<file path="config.mk">
export PLATFORM = sky130hd
export DESIGN_NAME = mem_arbiter
export DESIGN_NICKNAME = d
export VERILOG_FILES = /design/src/rtl/mem_arbiter_pkg.sv /design/src/rtl/mem_arbiter_arb_rr2.sv /design/src/rtl/mem_arbiter.sv
export SDC_FILE = /design/constraint.sdc
export NUM_CORES = 1
export LEC_CHECK = 0
export ABC_AREA = 1
export ABC_CLOCK_PERIOD_IN_PS = 1400
export CELL_PAD_IN_SITES_DETAIL_PLACEMENT = 1
export CELL_PAD_IN_SITES_GLOBAL_PLACEMENT = 1
export CORE_AREA = 5 5 99 101
export DETAILED_ROUTE_END_ITERATION = 8
export DIE_AREA = 0 0 104 106
export DONT_BUFFER_PORTS = 1
export GPL_TIMING_DRIVEN = 0
export HOLD_SLACK_MARGIN = 0.12
export MAX_ROUTING_LAYER = met4
export PLACE_DENSITY = 0.56
export RECOVER_POWER = 50
export SLEW_MARGIN = 5
export SYNTH_ARGS = -nofsm -noshare
export SYNTH_HDL_FRONTEND = slang
export SYNTH_SLANG_ARGS = --single-unit
</file>
<file path="constraint.sdc">
create_clock -name clk -period 1.4 [get_ports clk]
set_input_delay 0.14 -clock clk [delete_from_list [all_inputs] [get_ports clk]]
set_output_delay 0.14 -clock clk [all_outputs]
set_load 0.02 [all_outputs]
</file>
<file path="src/rtl/mem_arbiter_pkg.sv">
// Shared types and constants for the icache/dcache memory-port arbiter.
// The FSM states, grant identities and line-address width helper live here.
package mem_arbiter_pkg;

  typedef enum logic [2:0] {
    ST_IDLE,
    ST_ADDR,
    ST_RDATA,
    ST_WDATA,
    ST_WACK
  } state_e;

  typedef enum logic {
    GRANT_IC = 1'b0,
    GRANT_DC = 1'b1
  } grant_e;

  localparam int DEF_LINE_WORDS = 8;

  // Line address drops the byte offset (2 bits) and the word-in-line offset.
  function automatic int line_aw(input int words);
    return 30 - $clog2(words);
  endfunction

endpackage

</file>
<file path="src/rtl/mem_arbiter_arb_rr2.sv">
// Two-way pick between icache and dcache, round-robin or icache-first on a tie.
// Holds last_grant, which also identifies the grantee for the rest of a transaction.
module arb_rr2
  import mem_arbiter_pkg::*;
#(
  parameter bit IC_PRIO = 1'b0
) (
  input  logic clk,
  input  logic rst_n,
  input  logic req_ic,
  input  logic req_dc,
  input  logic update,
  output logic pick_dc,
  output logic last_dc
);

  grant_e last_grant_q, last_grant_d;

  // On a tie the round-robin choice is the requester that did not win last time.
  always_comb begin
    if (req_ic && req_dc) pick_dc = IC_PRIO ? 1'b0 : (last_grant_q == GRANT_IC);
    else                  pick_dc = req_dc;
  end

  always_comb begin
    last_grant_d = last_grant_q;
    if (update) last_grant_d = pick_dc ? GRANT_DC : GRANT_IC;
  end

  always_ff @(posedge clk or negedge rst_n) begin
    if (!rst_n) last_grant_q <= GRANT_DC;
    else        last_grant_q <= last_grant_d;
  end

  assign last_dc = (last_grant_q == GRANT_DC);

endmodule

</file>
<file path="src/rtl/mem_arbiter.sv">
// Shares the single external memory port between icache line refills and dcache reads/writebacks.
// One transaction at a time; the FSM sequences the address, write-data and read-data beats.
module mem_arbiter
  import mem_arbiter_pkg::*;
#(
  parameter int  LINE_WORDS = DEF_LINE_WORDS,
  parameter bit  IC_PRIO    = 1'b0,
  localparam int AW         = line_aw(LINE_WORDS)
) (
  input  logic          clk,
  input  logic          rst_n,
  input  logic          icache_arb_req,
  input  logic [AW-1:0] icache_arb_addr,
  input  logic          icache_arb_abort,
  output logic          arb_icache_ready,
  output logic          arb_icache_valid,
  output logic          arb_icache_error,
  output logic [31:0]   arb_icache_data,
  input  logic          dcache_arb_req,
  input  logic          dcache_arb_we,
  input  logic [AW-1:0] dcache_arb_addr,
  input  logic [31:0]   dcache_arb_wdata,
  output logic          arb_dcache_wready,
  output logic          arb_dcache_ready,
  output logic          arb_dcache_valid,
  output logic          arb_dcache_error,
  output logic [31:0]   arb_dcache_data,
  output logic          arb_mem_req,
  output logic          arb_mem_we,
  output logic [AW-1:0] arb_mem_addr,
  input  logic          mem_ready,
  output logic          arb_mem_wvalid,
  output logic [31:0]   arb_mem_wdata,
  input  logic          mem_wready,
  input  logic          mem_valid,
  input  logic          mem_error,
  input  logic [31:0]   mem_data
);

  localparam int CW = $clog2(LINE_WORDS);

  state_e        state_q, state_d;
  logic [CW-1:0] beat_cnt_q, beat_cnt_d;
  logic          abort_q, abort_d;
  logic          req_ic, any_req, grant_upd, pick_dc, last_dc;
  logic          is_ic, is_dc, last_beat, ic_drop;

  assign req_ic    = icache_arb_req & ~icache_arb_abort;
  assign any_req   = req_ic | dcache_arb_req;
  assign grant_upd = (state_q == ST_IDLE) & any_req;
  assign is_dc     = last_dc;
  assign is_ic     = ~last_dc;
  assign last_beat = (beat_cnt_q == CW'(LINE_WORDS - 1));
  // Once the icache has aborted, its remaining beats are drained silently.
  assign ic_drop   = is_ic & (abort_q | icache_arb_abort);

  arb_rr2 #(.IC_PRIO(IC_PRIO)) u_rr (
    .clk     (clk),
    .rst_n   (rst_n),
    .req_ic  (req_ic),
    .req_dc  (dcache_arb_req),
    .update  (grant_upd),
    .pick_dc (pick_dc),
    .last_dc (last_dc)
  );

  always_comb begin
    state_d    = state_q;
    beat_cnt_d = beat_cnt_q;
    abort_d    = abort_q;
    case (state_q)
      ST_IDLE: begin
        beat_cnt_d = '0;
        abort_d    = 1'b0;
        if (any_req) state_d = ST_ADDR;
      end
      ST_ADDR: begin
        if (mem_ready) begin
          state_d = (is_dc && dcache_arb_we) ? ST_WDATA : ST_RDATA;
          abort_d = is_ic && icache_arb_abort;
        end else if (is_ic && icache_arb_abort) begin
          state_d = ST_IDLE;
        end
      end
      ST_RDATA: begin
        if (is_ic && icache_arb_abort) abort_d = 1'b1;
        if (mem_valid) begin
          beat_cnt_d = beat_cnt_q + CW'(1);
          if (last_beat) begin
            state_d = ST_IDLE;
            abort_d = 1'b0;
          end
        end
      end
      ST_WDATA: begin
        if (mem_wready) begin
          beat_cnt_d = beat_cnt_q + CW'(1);
          if (last_beat) state_d = ST_WACK;
        end
      end
      ST_WACK: begin
        if (mem_valid) state_d = ST_IDLE;
      end
      default: state_d = ST_IDLE;
    endcase
  end

  always_ff @(posedge clk or negedge rst_n) begin
    if (!rst_n) begin
      state_q    <= ST_IDLE;
      beat_cnt_q <= '0;
      abort_q    <= 1'b0;
    end else begin
      state_q    <= state_d;
      beat_cnt_q <= beat_cnt_d;
      abort_q    <= abort_d;
    end
  end

  // Every output is decoded from the state, so IDLE (and reset) drives them all low.
  always_comb begin
    arb_icache_ready  = 1'b0;
    arb_icache_valid  = 1'b0;
    arb_icache_error  = 1'b0;
    arb_icache_data   = '0;
    arb_dcache_wready = 1'b0;
    arb_dcache_ready  = 1'b0;
    arb_dcache_valid  = 1'b0;
    arb_dcache_error  = 1'b0;
    arb_dcache_data   = '0;
    arb_mem_req       = 1'b0;
    arb_mem_we        = 1'b0;
    arb_mem_addr      = '0;
    arb_mem_wvalid    = 1'b0;
    arb_mem_wdata     = '0;
    case (state_q)
      ST_ADDR: begin
        arb_mem_req      = 1'b1;
        arb_mem_we       = is_dc & dcache_arb_we;
        arb_mem_addr     = is_dc ? dcache_arb_addr : icache_arb_addr;
        arb_icache_ready = is_ic & mem_ready;
        arb_dcache_ready = is_dc & mem_ready;
      end
      ST_RDATA: begin
        if (is_dc) begin
          arb_dcache_valid = mem_valid;
          arb_dcache_error = mem_valid & mem_error;
          arb_dcache_data  = mem_data;
        end else begin
          arb_icache_valid = mem_valid & ~ic_drop;
          arb_icache_error = mem_valid & mem_error & ~ic_drop;
          arb_icache_data  = mem_data;
        end
      end
      ST_WDATA: begin
        arb_mem_wvalid    = 1'b1;
        arb_mem_wdata     = dcache_arb_wdata;
        arb_dcache_wready = mem_wready;
      end
      ST_WACK: begin
        arb_dcache_valid = mem_valid;
        arb_dcache_error = mem_valid & mem_error;
      end
      default: ;
    endcase
  end

endmodule
</file>
==> impl_metrics.yaml <==
global_route:
  grt_pass1_wl_um: 14400
  grt_pass1_vias: 2699
  overflow: 0
  grt_max_degree: 11
  globalRouteTotalUtil_pct: 16.1
  antenna_found_initial: 0
setup_path:
  end_kind: "primary output"
  start_kind: "flop"
  cpMostUsedCell: "buf_6"
  critPathArrivalTime_ns: 1.67
  slowest_delay_ns: 0.37
  cp_max_fo: 6
  timing.critical_path.cells: "buf_6 -> inv_6 -> buf_4 -> buf_6 -> nand3_4 -> buf_12 -> clkbuf_16 -> a21oi_4"
  cp_slowest_cell: "dfrtp_1"
  cpLargestDelayFamily: "buffers and inverters"
  critical_path_buf_inv_count: 6
  worst_ep_required_time_ns: 1.26
  critical_path_class: "flop to primary output"
power:
  powerDensity_nw_per_um2: 1890
  p_leak_uw: 0.00165
  vdd_ir_drop_max_mv: 0.902
route:
  wl_met2_um: 5780
  dr_wl_met3_um: 805
  routed_via_density: 4.84
  wirelength_um: 10400
  drc: 0
  wl_per_cell_um: 20.2
  drt-initial-drc-count: 78
  vias: 2484
  highest_layer: "met4"
  drtPass1Iterations: 4
  wl_met1_um: 3530
  ant_nets: 0
synth:
  ys_warn_count: 0
  synth-adder-area-share_pct: 1.46
  synth.avg_cell_area_um2: 4.83
  synth_top_family_by_area: "simple AND/OR/NAND/NOR gates"
  synth_area_leaders: "nor2_1 (24%), nand2_1 (18%), inv_1 (17%)"
  synth_seq_area_share_pct: 11.7
  synth-xor-area-share_pct: 0
  synth_largest_area_cell: "nor2_1"
  synth_nets: 485
  yosys-mux-area-fraction_pct: 0
  synth_cell_types: 29
  yosys.area_share.simple_pct: 49.9
  synth_compound_area_share_pct: 10.9
  synth.top_cell.area_share_pct: 23.9
  synth.ff_latch_count: 8
  synth_area_um2: 1720
  netlist_instances: 355
clock_tree:
  clock-root-buffer: "clkbuf_8"
  cts_buffers: 3
  cts_sinks: 8
  h-tree-depth: 1
  clk_latency_ns: 0.23
  clk_pin_slew_ns: 0.05
  clockBufferDepth: 2
  cts_tree: "yes"
timing:
  setup_viol_count_final: 138
  finalHoldViolations: 0
  rsz0062_at_grt: "true"
  finClkSkew_ns: 0.00197
  fin_ws_ns: -0.414
  min_period_ns: 1.81
  worst_pin_slew_ns: 0.451
  period_share_pct: 130
  max_freq_mhz: 551
  slew_headroom_pct: 69.8
  tns_ns: -40.96
  maxSlewViolCount: 0
worst_hold_path:
  hp-class: "primary input to flop"
floorplan:
  ios: 261
  coreArea_um2: 8930
  rows: 35
  die_h_um: 106
  start_util_pct: 19.2
  dieArea_um2: 11000
  fp.dieW_um: 104
placement:
  dpl.hpwl_um: 6730
  dpl.cell_count: 466
  port_buffers: 0
  dpl_worst_slack_ns: -0.293
  place.gp.congestion: 0.768
final_layout:
  n_antenna_cell: 0
  final_cells: 513
  area_delta_synth_final_pct: 126
  drive_above_1_share_pct: 60.0
  nets: 533
job:
  max-cap-violations: 0
run_status:
  violations: "negative setup slack"
  status: "finished, violations left"
==> layout make-up <==
cell class | instances | area (um^2)
Timing Repair Buffer | 43 | 552
Sequential cell | 8 | 203
Fill cell | 1007 | 5060
Multi-Input combinational cell | 248 | 2320
Buffer | 20 | 318
Inverter | 79 | 304
Clock buffer | 4 | 45.0
Tap cell | 111 | 139
==> flip-flops by register name (all words and copies together), names as in the netlist <==
signal	flops
abort_q	1
state_q	3
u_rr.last_dc	1
beat_cnt_q	3
==> per-stage QoR <==
stage | instance area [um^2] | utilization [%] | total power, uW | hold WS, ns
after floorplan | 1940 | - | 3160 | -0.156
after global placement | 2080 | 23.2 | 3620 | -0.155
after detailed placement | 2080 | 23.2 | 3680 | -0.155
after CTS | 3550 | 39.7 | 6410 | 0.124
after global routing | 3880 | 43.4 | 7750 | 0.164
final | 3880 | 43.4 | 7330 | 0.152
==> worst reg2reg max path, cell delays in order, from the launching register on <==
cell     delay (ns)
dfrtp_1        0.33
buf_6          0.13
inv_6          0.04
buf_4          0.13
buf_6          0.11
nand3_4        0.13
buf_6          0.14
buf_6          0.10
nor2_4         0.03
nor2_4         0.13
nand3_2        0.10
nand2_2        0.08
nand2_1        0.05
==> cell usage after synthesis <==
master,number
nand3_1,5
buf_2,7
clkbuf_1,3
and2_1,1
a21oi_1,27
inv_1,76
nor2_2,1
nand2_4,1
o211ai_1,1
nor3b_1,1
buf_4,3
dfrtp_1,7
o21ai_1,1
ha_1,2
nand2_1,84
nand4_1,3
a21oi_4,1
or2_1,1
nor2_4,2
o31ai_1,1
nor3_1,1
nand2_2,2
buf_6,7
inv_4,1
nor2_1,109
inv_2,2
o21ai_0,3
dfstp_2,1
nor3_2,1
==> repair_timing <==
item,in CTS,in global routing
pin swaps,34,17
cloned,4,5
buffers inserted,19,15
endpoints found under the hold margin,9,0
resized for setup,263,35
endpoints found under the setup margin,135,139
hold buffers,2,0
==> report_power, final <==
group | leakage [uW] | total, uW | switching (uW) | internal, uW
logic | 0.00152 | 6610 | 4010 | 2600
clock network | 0.0000228 | 311 | 112 | 199
registers | 0.000102 | 406 | 81.2 | 325
==> kinds of logic after synthesis <==
family,count (synthesis)
and+or+nand+nor,212
AOI/OAI and AO/OA,34
buffers and inverters,99
adders and majority gates,2
DFF,8
==> cells in the final DEF (no fill, tap or decap), types with 2 or more instances in the layout <==
cell type,n
a21oi_4,28
buf_12,9
buf_16,4
buf_4,15
buf_6,23
buf_8,2
clkbuf_16,5
clkbuf_8,5
dfrtp_1,6
dlygate4sd3_1,2
ha_1,2
inv_1,75
inv_2,2
nand2_1,60
nand2_2,14
nand2_4,13
nand3_1,2
nand3_4,2
nand4_1,3
nor2_1,4
nor2_2,4
nor2_4,104
o21ai_1,3
==> path summary, 6_finish.rpt <==
path | startpoint | to | slack, ns | depth (start not counted)
max in group asynchronous | rst_n | u_rr.last_dc | 0.77 | 1
worst max register to register | state_q[2] | state_q[1] | -0.22 | 12
worst min-delay path | icache_arb_req | u_rr.last_dc | 0.15 | 3
worst min register to register | beat_cnt_q[2] | beat_cnt_q[2] | 0.49 | 2
min in group asynchronous | rst_n | beat_cnt_q[1] | 0.29 | 1
worst max-delay path | state_q[2] | arb_mem_addr[9] | -0.41 | 8
==> routing by layer <==
layer	track usage, %	vias up
met5	-	-
met2	30.4	169
met1	16.3	1172
li1	-	1129
met4	5.18	0
met3	3.89	14
(Power assumes the default switching activity.)
